==> config.mk <==
export PLATFORM = sky130hd
export DESIGN_NAME = const_bit_reader
export DESIGN_NICKNAME = d
export VERILOG_FILES = /design/src/rtl/const_bit_reader_pkg.sv /design/src/rtl/const_bit_reader_bit_buffer.sv /design/src/rtl/const_bit_reader.sv
export SDC_FILE = /design/constraint.sdc
export NUM_CORES = 1
export LEC_CHECK = 0
export ABC_AREA = 1
export CORE_MARGIN = 4
export CORE_UTILIZATION = 45
export DETAILED_ROUTE_END_ITERATION = 8
export PLACE_DENSITY = 0.76
export SLEW_MARGIN = 5
export SYNTH_ARGS = -nofsm -noshare
export SYNTH_HDL_FRONTEND = slang
export SYNTH_HIERARCHICAL = 1
export SYNTH_SLANG_ARGS = --single-unit
==> constraint.sdc <==
create_clock -name clk -period 2.75 [get_ports clk]
set_input_delay 0.4125 -clock clk [delete_from_list [all_inputs] [get_ports clk]]
set_output_delay 0.4125 -clock clk [all_outputs]
set_load 0.005 [all_outputs]
==> src/rtl/const_bit_reader_pkg.sv <==
// const_bit_reader_pkg: shared constants and FSM encoding for the FIFO-to-mapper bit reader.
package const_bit_reader_pkg;
  localparam int DWIDTH = 8;
  localparam int MAXB = 15;
  localparam int BWIDTH = 4;
  localparam int BUFW = MAXB + DWIDTH;
  localparam int CWIDTH = $clog2(BUFW + 1);
  typedef enum logic [1:0] {ST_IDLE, ST_FILL, ST_LOAD} state_e;
endpackage

==> src/rtl/const_bit_reader_bit_buffer.sv <==
// const_bit_reader_bit_buffer: LSB-first bit buffer; merge appends a byte above the held bits,
// consume strips the oldest need bits; both may happen on the same edge.
module const_bit_reader_bit_buffer
  import const_bit_reader_pkg::*;
(
  input  logic              clk,
  input  logic              reset_n,
  input  logic              clear_i,
  input  logic              merge_i,
  input  logic [DWIDTH-1:0] byte_i,
  input  logic              consume_i,
  input  logic [BWIDTH-1:0] need_i,
  output logic [MAXB-1:0]   bits_o,
  output logic [CWIDTH-1:0] avail_o
);
  logic [BUFW-1:0] buf_q, buf_d, merged, mask;
  logic [CWIDTH-1:0] cnt_q, cnt_d;
  always_comb begin
    merged = merge_i ? (buf_q | (BUFW'(byte_i) << cnt_q)) : buf_q;
    avail_o = merge_i ? cnt_q + CWIDTH'(DWIDTH) : cnt_q;
    mask = (BUFW'(1) << need_i) - BUFW'(1);
    bits_o = MAXB'(merged & mask);
    buf_d = clear_i ? '0 : consume_i ? merged >> need_i : merged;
    cnt_d = clear_i ? '0 : consume_i ? avail_o - CWIDTH'(need_i) : avail_o;
  end
  always_ff @(posedge clk or negedge reset_n) begin
    if (!reset_n) begin
      buf_q <= '0;
      cnt_q <= '0;
    end else begin
      buf_q <= buf_d;
      cnt_q <= cnt_d;
    end
  end
endmodule

==> src/rtl/const_bit_reader.sv <==
// const_bit_reader: pulls FIFO bytes into a bit buffer and returns 0..15 bits per request,
// fetching only when the buffered bits cannot satisfy the request.
module const_bit_reader
  import const_bit_reader_pkg::*;
(
  input  logic              clk,
  input  logic              reset_n,
  input  logic              fifo_empty_i,
  input  logic [DWIDTH-1:0] fifo_data_i,
  output logic              fifo_re_o,
  input  logic              req_i,
  input  logic [BWIDTH-1:0] bits_i,
  input  logic              flush_i,
  output logic              ready_o,
  output logic              valid_o,
  output logic [MAXB-1:0]   data_o
);
  state_e state_q, state_d;
  logic [BWIDTH-1:0] need_q, need_d, need;
  logic [MAXB-1:0] data_q, data_d, bits;
  logic [CWIDTH-1:0] avail;
  logic valid_q, merge, consume;
  const_bit_reader_bit_buffer u_buf (
    .clk      (clk),
    .reset_n  (reset_n),
    .clear_i  (flush_i),
    .merge_i  (merge),
    .byte_i   (fifo_data_i),
    .consume_i(consume),
    .need_i   (need),
    .bits_o   (bits),
    .avail_o  (avail)
  );
  always_comb begin
    ready_o = state_q == ST_IDLE;
    // a read during flush would lose a byte the flush is not meant to drop
    fifo_re_o = state_q == ST_FILL && !fifo_empty_i && !flush_i;
    merge = state_q == ST_LOAD && !flush_i;
    need = ready_o ? bits_i : need_q;
    consume = !flush_i && (merge || (ready_o && req_i)) && avail >= CWIDTH'(need);
    need_d = ready_o && req_i ? bits_i : need_q;
    data_d = consume ? bits : data_q;
    state_d = flush_i ? ST_IDLE
            : state_q == ST_IDLE ? (req_i && !consume ? ST_FILL : ST_IDLE)
            : state_q == ST_FILL ? (fifo_re_o ? ST_LOAD : ST_FILL)
            : (consume ? ST_IDLE : ST_FILL);
  end
  always_ff @(posedge clk or negedge reset_n) begin
    if (!reset_n) begin
      state_q <= ST_IDLE;
      need_q <= '0;
      valid_q <= 1'b0;
      data_q <= '0;
    end else begin
      state_q <= state_d;
      need_q <= need_d;
      valid_q <= consume;
      data_q <= data_d;
    end
  end
  assign valid_o = valid_q;
  assign data_o = data_q;
endmodule
### Word level (Yosys, flattened, before mapping)

Index checks and enable logic that the tools add are counted.

| storage, ports and cells | value |
|---|---|
| bits in registers | 50 |
| input port bits | 17 |
| output and inout bits | 18 |
| word-level logic and storage cells | 42 |

| cells by class | value |
|---|---|
| add/subtract/negate cells | 3 |
| order comparisons | 1 |
| eq/ne operators | 2 |
| shift-type cells | 3 |
| muxes and demuxes | 13 |
| bitwise operators | 2 |
| reduce and logical (&&, ||, !) cells | 12 |

Operators by type and width:

| operator | count |
|---|---|
| two-way mux 23 bit | 3 |
| bitwise OR 23 bit | 1 |
| << shifter 8 x 5 -> 23 bit | 1 |
| right shift 23 x 4 -> 23 bit | 1 |
| bitwise AND 15 bit | 1 |
| two-way mux 5 bit | 3 |
| << shifter 1 x 4 -> 15 bit (first input constant) | 1 |
| subtractor 15 x 2 -> 15 bit (second input constant) | 1 |
| two-way mux 2 bit | 4 |
| logical AND 1 bit | 7 |
| adder 5 x 4 -> 5 bit (second input constant) | 1 |
| greater-or-equal comparator 5 x 4 -> 1 bit | 1 |
| subtractor 5 x 4 -> 5 bit | 1 |
| two-way mux 4 bit | 1 |
| logical NOT 1 bit | 3 |
| == test 2 x 1 -> 1 bit (second input constant) | 1 |
| == test 2 bit (second input constant) | 1 |
| logical NOT 2 bit | 1 |
| two-way mux 1 bit | 2 |
| logical OR 1 bit | 1 |

### Longest topological paths before layout

Gate-level depths: netlist (run 1).

| logic depth | value |
|---|---|
| depth in word-level cells | 10 |
| gate-level depth with buffers | 24 |
| gate-level depth less buffers | 20 |

### Hierarchy

The synthesis (run 1) kept the hierarchy.

By module, submodules not included:

| module | times used | cells each | area an instance (um^2) | seq. area each (um^2) |
|---|---|---|---|---|
| const_bit_reader_bit_buffer | 1 | 557 | 3264.4 | 700.7 |
| const_bit_reader | 1 | 131 | 1039.7 | 550.5 |

### Worst setup path before layout (run 1)

Ideal clock, no wire load.

| timing | value |
|---|---|
| path kind | reg-to-reg |
| start | reg state_q[1] |
| end | reg u_buf.buf_q[15] |
| data arrival time | 2916 ps |
| data required time | 2668 ps |
| slack | -248 ps |
| cell stages (with the launch flop) | 20 |
| buffers on the path | 3 |
| clock period less this slack | 2998 ps |
| path through | dfrtp_1 -> nor2_2 -> clkbuf_1 -> nor2_1 -> a21oi_1 -> ha_1 -> inv_1 -> nand2_1 -> nand2_1 -> nand3_1 -> nand2_4 -> inv_4 -> buf_6 -> buf_2 -> inv_1 -> nor2_1 -> inv_1 -> nor2_1 -> inv_1 -> o22ai_1 |

| on the way | value |
|---|---|
| elaborated cells on any way between the ends | 14 |

RTL lines:

| what | RTL line | source |
|---|---|---|
| from (decl) | const_bit_reader.sv:18 | `state_e state_q, state_d;` |
| from (signal assigned) | const_bit_reader.sv:55 | `state_q <= state_d;` |
| logical NOT 2 bit | const_bit_reader.sv:35 | `ready_o = state_q == ST_IDLE;` |
| net ready_o | const_bit_reader.sv:14 | `output logic ready_o,` |
| two-way mux 4 bit | const_bit_reader.sv:39 | `need = ready_o ? bits_i : need_q;` |
| net need[0] | const_bit_reader.sv:19 | `logic [BWIDTH-1:0] need_q, need_d, need;` |
| greater-or-equal comparator 5 x 4 -> 1 bit | const_bit_reader.sv:40 | `consume = !flush_i && (merge \|\| (ready_o && req_i)) && avail >= CWIDTH'(need);` |
| logical AND 1 bit | const_bit_reader.sv:40 |  |
| net consume | const_bit_reader.sv:22 | `logic valid_q, merge, consume;` |
| two-way mux 23 bit (2 in series) | const_bit_reader_bit_buffer.sv:23 | `buf_d = clear_i ? '0 : consume_i ? merged >> need_i : merged;` |
| net u_buf.buf_d[15] | const_bit_reader_bit_buffer.sv:16 | `logic [BUFW-1:0] buf_q, buf_d, merged, mask;` |
| to (signal assigned) | const_bit_reader_bit_buffer.sv:31 | `buf_q <= buf_d;` |
| to (decl) | const_bit_reader_bit_buffer.sv:16 |  |

The timed path passes the listed nets, and every way through them passes these cells.
A chain may end at the register's enable or synchronous reset.

### Worst setup path in the final report (run 1)

| timing | value |
|---|---|
| start | reg state_q[1] |
| end | reg data_q[12], in the netlist data_o[12] |

| on the way | value |
|---|---|
| cells in the longest elaborated chain, start to end | 5 |
| elaborated cells on any way between the ends | 14 |

RTL lines:

| what | RTL line | source |
|---|---|---|
| logical NOT 2 bit | const_bit_reader.sv:35 |  |
| two-way mux 4 bit | const_bit_reader.sv:39 |  |
| net need[2] | const_bit_reader.sv:19 |  |
| << shifter 1 x 4 -> 15 bit | const_bit_reader_bit_buffer.sv:21 | `mask = (BUFW'(1) << need_i) - BUFW'(1);` |
| subtractor 15 x 2 -> 15 bit | const_bit_reader_bit_buffer.sv:21 |  |
| bitwise AND 15 bit | const_bit_reader_bit_buffer.sv:22 | `bits_o = MAXB'(merged & mask);` |
| net bits[12] | const_bit_reader.sv:20 | `logic [MAXB-1:0] data_q, data_d, bits;` |
| to (signal assigned) | const_bit_reader.sv:58 | `data_q <= data_d;` |
| to (decl) | const_bit_reader.sv:20 |  |

The timed path passes the listed nets, and every way through them passes these cells.

==> impl_metrics.json, run 1 <==
{
  "outcome": "complete, no violations",
  "ys.flop_type": "dfrtp_1",
  "critPathBufInv": 2,
  "yosysUniqueCellTypes": 44,
  "drt-pass1-iter-count": 6,
  "nFillCells": 965,
  "hold_ws_ps": 186,
  "cp_common_cell": "nand2_1",
  "max_stage_delay_ps": 460,
  "antenna_found_initial": 0,
  "seq_area_frac_synth_pct": 29.1,
  "critPathLaunchType": "register",
  "critPathKind": "reg2reg",
  "synth_warnings": 6,
  "cts_tree": "built",
  "drt_wl_total_um": 14600,
  "design_area_mm2": 0.00519,
  "highest_layer": "met4",
  "pin_count": 35,
  "syn_area_mm2": 0.00430,
  "finalHoldViolations": 0,
  "ys_ff_latch": 50,
  "drive_gt1_share_pct": 14.4,
  "areaGrowthSynthToFinish_pct": 20.5,
  "cp_max_fo": 9,
  "worst_ep_arrival_time_ps": 2770,
  "grt_pass1_wl_um": 24000,
  "worstMarginPinSlew_ps": 681,
  "grt_max_degree": 51,
  "ant_nets": 0,
  "hold_path.class": "in2async",
  "multi_input_area_mm2": 0.00261,
  "wl_met2_um": 6870,
  "syn-num-nets": 715,
  "maxCapViolCount": 0,
  "route.vias.total": 4952,
  "fin_crit_ps": 2560,
  "cp-end-kind": "register",
  "pre_cts_ws_ps": -125,
  "final-setup-viol-count": 0,
  "cts_buffers": 5,
  "cp.required_ps": 2960,
  "ir_drop_mv": 0.333,
  "p_leak_nw": 2.68,
  "clkTransAtPathRegs_ps": 110,
  "first_global_vias": 4765,
  "synth_most_common_cell": "nand2_1",
  "route.detailed.drc": 0,
  "placed_cell_area_mm2": 0.00508,
  "drtIter0Drc": 453,
  "grt.overflow.total": 0,
  "htree_levels": 2,
  "core_area_mm2": 0.00928,
  "setup_ws_ps": 195,
  "netlist_instances": 688,
  "cts.sinks": 50,
  "cp_slowest_cell": "dfrtp_2",
  "avgSynthCellArea_um2": 6.26,
  "crit_family": "simple AND/OR/NAND/NOR gates",
  "start_util_pct": 46.4,
  "netlist.area_leader.share_pct": 29.1,
  "die_h_um": 106,
  "final_max_slew_viol_count": 0,
  "dp_hpwl_um": 11500,
  "path_cells": "nor2_4 > nand2_1 > o21ai_0 > inv_1 > nor2_2 > clkinv_1 > nor2_2 > nand2_1 > ha_1 > o21ai_2 > nor2_1 > nand2_1 > nor2_1 > a21oi_1 > a21oi_1 > nand2_1 > nand2_1",
  "gp_congestion": 1.02,
  "finalNetCount": 782,
  "synth_area_leader_cell": "dfrtp_1",
  "dr_wl_met3_um": 899,
  "synth_area_leaders": "dfrtp_1 (29%), nand2_1 (19%), nand3_1 (14%)",
  "via_per_inst": 5.60,
  "async_flop_share_pct": 100,
  "cts_buffer_depth": 2,
  "power_w": 0.00312,
  "clk_latency_ps": 320,
  "fp.dieArea_mm2": 0.0112,
  "grtUsageTotal_pct": 26.7,
  "synth_edf_count": 0,
  "wl_per_cell_um": 16.5,
  "skew_ps": 14.0,
  "fmax_mhz": 391,
  "portBuffers": 34,
  "max-slew-margin-rel_pct": 54.6,
  "cts-root-buf": "clkbuf_8",
  "die_w_um": 106,
  "drt-met1-wl_um": 6530,
  "fin_crit_sh_pct": 92.9,
  "diodes": 0,
  "powerDensity_mw_per_mm2": 602,
  "area.sequential_mm2": 0.00125,
  "rows": 35,
  "ys_top_cells_by_count": "nand2_1 (222), nand3_1 (123), inv_1 (62)"
}
## per-stage QoR
| stage | instances | setup TNS, ps | util, % |
|---|---|---|---|
| after floorplan | 688 | 0 | - |
| after global placement | 877 | -74.5 | 54.7 |
| after detailed placement | 877 | -751 | 54.7 |
| after CTS | 885 | 0 | 55.7 |
| after global routing | 885 | -9.06 | 55.9 |
| final | 885 | 0 | 55.9 |
## layout make-up
type,instances,area share (%)
inverter,73,5.43
clock inverter,3,0.434
multi-input combinational,534,50.4
clock buffer,5,1.33
tap,129,3.11
sequential,50,24.1
timing repair buffer,91,15.2
## worst paths after layout
path	depth (start not counted)	endpoint	from	slack, ps
setup / recovery	17	data_o[12]	state_q[1]	190
hold / removal	2	u_buf/buf_q[8]	reset_n	190
setup reg to reg	17	data_o[12]	state_q[1]	190
hold reg to reg	2	need_q[1]	need_q[1]	500
max in group asynchronous	2	state_q[1]	reset_n	2050
min in group clk	2	need_q[1]	need_q[1]	500
## timing repair
action,4_1_cts,5_1_grt
setup buffers,0,0
hold buffers,0,0
resized for setup,0,6
endpoints found under the setup margin,0,10
## cells by family (layout without fill, tap and decap cells)
kind of cell | count (synthesis) | after routing | synth area share [%]
fa+ha+maj | 10 | 10 | 3.08
flops | 50 | 50 | 29.1
compound gates | 92 | 92 | 12.4
mux | 1 | 1 | 0.233
simple gates | 425 | 425 | 43.2
xor+xnor | 6 | 6 | 1.22
buf+inv | 104 | 172 | 10.8
## state kept, by name, summed over array words and instances, names as in the netlist
signal	count
need_q	4
state_q	2
valid_o	1
u_buf/cnt_q	5
u_buf/buf_q	23
data_o	15
## report_power, final
part / switching (W) / internal (W) / leakage, nW / total (W)
combinational: 0.00109 / 0.000653 / 1.95 / 0.00174
sequential: 0.0000773 / 0.000833 / 0.684 / 0.000911
clock: 0.000289 / 0.000185 / 0.0489 / 0.000474
## placed cells by master, fill, tap and decap left out, types with 7 or more instances in the layout
cell type        netlist  final
nand2_2                8      8
dfrtp_1               50     49
nand4_1                7      7
o21ai_1               13     13
inv_1                 62     61
clkdlybuf4s50_1        0     33
nand3_1              123    123
o21ai_0               21     21
nor2_1                46     41
nand2_1              222    222
ha_1                   9      9
a21oi_1               35     34
buf_4                  5     55
inv_2                  6      7
## layer usage
layer / vias to the layer above / global-route usage [%]
met5: - / 0
met4: 0 / 8.05
met3: 31 / 2.45
met2: 191 / 43.4
met1: 2343 / 37.7
li1: 2387 / -
No activity file was read; power rests on OpenSTA's default activity.
==> run 2: changes to the inputs <==
CAP_MARGIN = 0   (was unset)
==> results of run 2 <==
Final layout, timing and power as in run 1 (identical DEF).
==> run 3: changes to the inputs <==
SLEW_MARGIN = unset   (was 5)
==> results of run 3 <==
Final layout, timing and power as in run 1 (identical DEF).
==> variant, RTL diff (settings of run 2) <==
Encoding of `state_e`: now one-hot (3 bits for 3 states).
--- a/src/rtl/const_bit_reader_pkg.sv
+++ b/src/rtl/const_bit_reader_pkg.sv
@@ -6,5 +6,5 @@
   localparam int BUFW = MAXB + DWIDTH;
   localparam int CWIDTH = $clog2(BUFW + 1);
-  typedef enum logic [1:0] {ST_IDLE, ST_FILL, ST_LOAD} state_e;
+  typedef enum logic [2:0] {ST_IDLE = 3'b001, ST_FILL = 3'b010, ST_LOAD = 3'b100} state_e;
 endpackage
 
Formal check against the unedited RTL: no difference found for any inputs over 4 cycles, from zero or initial values and one cycle with reset_n low; so few cycles prove little.
==> variant against run 2 <==
  * Clock power shrank 0.8%
  * Sequential cell count grew 1
  * Critical path depth rose by 1
  * Die area is 1.6% higher
  * Combinational power down 2%
  * Highest routed layer unchanged
  * Cell area grew 5.7%
  * Total power is 3.6% lower
  * Largest power group unchanged
  * Routed wire length grew 3.5%
  * Worst setup slack worse by 0.12 ns
  * Largest cell class unchanged
  * Area after synthesis is 1.7% higher
  * Sequential share of layout area fell by 0.84 points
==> variant: results (changes against run 2) <==
===========================================================================
Layout Utilization                                                    58.5%   was 55.9%
Cells taking the most area after synthesis                     sky130_fd_sc_hd__dfrtp_1 29%, sky130_fd_sc_hd__nand2_1 19%, sky130_fd_sc_hd__nand3_1 15%, sky130_fd_sc_hd__inv_1 5.1%, sky130_fd_sc_hd__nor2_1 4.1%   was sky130_fd_sc_hd__dfrtp_1 29%, sky130_fd_sc_hd__nand2_1 19%, sky130_fd_sc_hd__nand3_1 14%, sky130_fd_sc_hd__inv_1 5.4%, sky130_fd_sc_hd__a21oi_1 4.1%
HPWL after DPL                                                     11500 µm   about the same
Worst path arrival time                                             2.90 ns   was 2.77 ns
Wl on met1                                                          6270 µm   was 6530 µm
Iter 0 DRT Violations                                                   395   was 453
Net count after synthesis                                               716   was 715
Fill cells                                                              967   was 965
Power attributed to the clock group                                0.470 mW   was 0.474 mW
Num Clock Sinks                                                          51   was 50
Switch Pwr                                                          1.37 mW   was 1.45 mW
P per Cell Area                                                  549 nW/µm²   was 602 nW/µm²
Total Wirelength                                                   15200 µm   was 14600 µm
Ratio of cells with drive above 1 in the final layout                 20.1%   was 14.4%
Run status                                                     finished, final reports clean   unchanged
Cts repair resizes                                                        6   was 0
Number of nets in the final layout                                      789   was 782
Buffers inserted by post-CTS timing repair                                3   was 0
Worst hold slack                                                  0.0811 ns   was 0.186 ns
Leakage power figure                                                2.75 nW   was 2.68 nW
Fraction of met3 tracks used by global routing                        5.78%   was 2.45%
Power in sequential cells                                          0.838 mW   was 0.911 mW
GR Layer Usage met2                                                   45.3%   was 43.4%
Maximum number of pins on one net before global-route repair             52   was 51
#MultiIn Comb                                                           536   was 534
Part of the Yosys area used for sequential elements                   29.2%   was 29.1%
Global-route wire length before repair                             24300 µm   was 24000 µm
Number of clock buffers in the layout                                     7   was 5
Library cells used by synthesis                                          48   was 44
Worst R2R Setup Slack                                               0.08 ns   was 0.19 ns
===========================================================================
==> variant: cell families (layout without fill, tap and decap cells) <==
group / Yosys count / after routing / share of synthesized area, %
buffers and inverters: 102 / 176 / 10.7
and+or+nand+nor: 431 / 431 / 43.7
adders and majority gates: 10 / 10 / 3.03
AOI/OAI and AO/OA: 88 / 88 / 11.9
DFF: 51 / 51 / 29.2
xor gates and xnor gates: 6 / 6 / 1.20
muxes: 1 / 1 / 0.229
==> variant: worst max-delay path, stage by stage (launching register included) <==
cell and delay, ns:
sky130_fd_sc_hd__dfstp_2 0.56, sky130_fd_sc_hd__inv_2 0.05, sky130_fd_sc_hd__nor3_4 0.23, sky130_fd_sc_hd__buf_4 0.15
sky130_fd_sc_hd__or2_2 0.11, sky130_fd_sc_hd__o21ai_2 0.06, sky130_fd_sc_hd__ha_1 0.30, sky130_fd_sc_hd__nand2_2 0.06
sky130_fd_sc_hd__inv_1 0.06, sky130_fd_sc_hd__nand3_2 0.07, sky130_fd_sc_hd__nand2_2 0.09, sky130_fd_sc_hd__nand2_4 0.06
sky130_fd_sc_hd__clkinv_4 0.05, sky130_fd_sc_hd__inv_4 0.04, sky130_fd_sc_hd__nor2_4 0.21, sky130_fd_sc_hd__clkinv_4 0.15
sky130_fd_sc_hd__a21oi_2 0.12, sky130_fd_sc_hd__nand3_1 0.08, sky130_fd_sc_hd__o21ai_1 0.13
==> variant: metrics by stage <==
stage / worst slack (ns) / std cells / setup TNS [ns]
after CTS: 0.000743 / 882 / 0
after global routing: -0.0474 / 892 / -0.139
after detailed placement: -0.130 / 871 / -1.53
final: 0.0772 / 892 / 0
after global placement: -0.0173 / 871 / -0.0173
after floorplan: -0.0331 / 689 / -0.0331
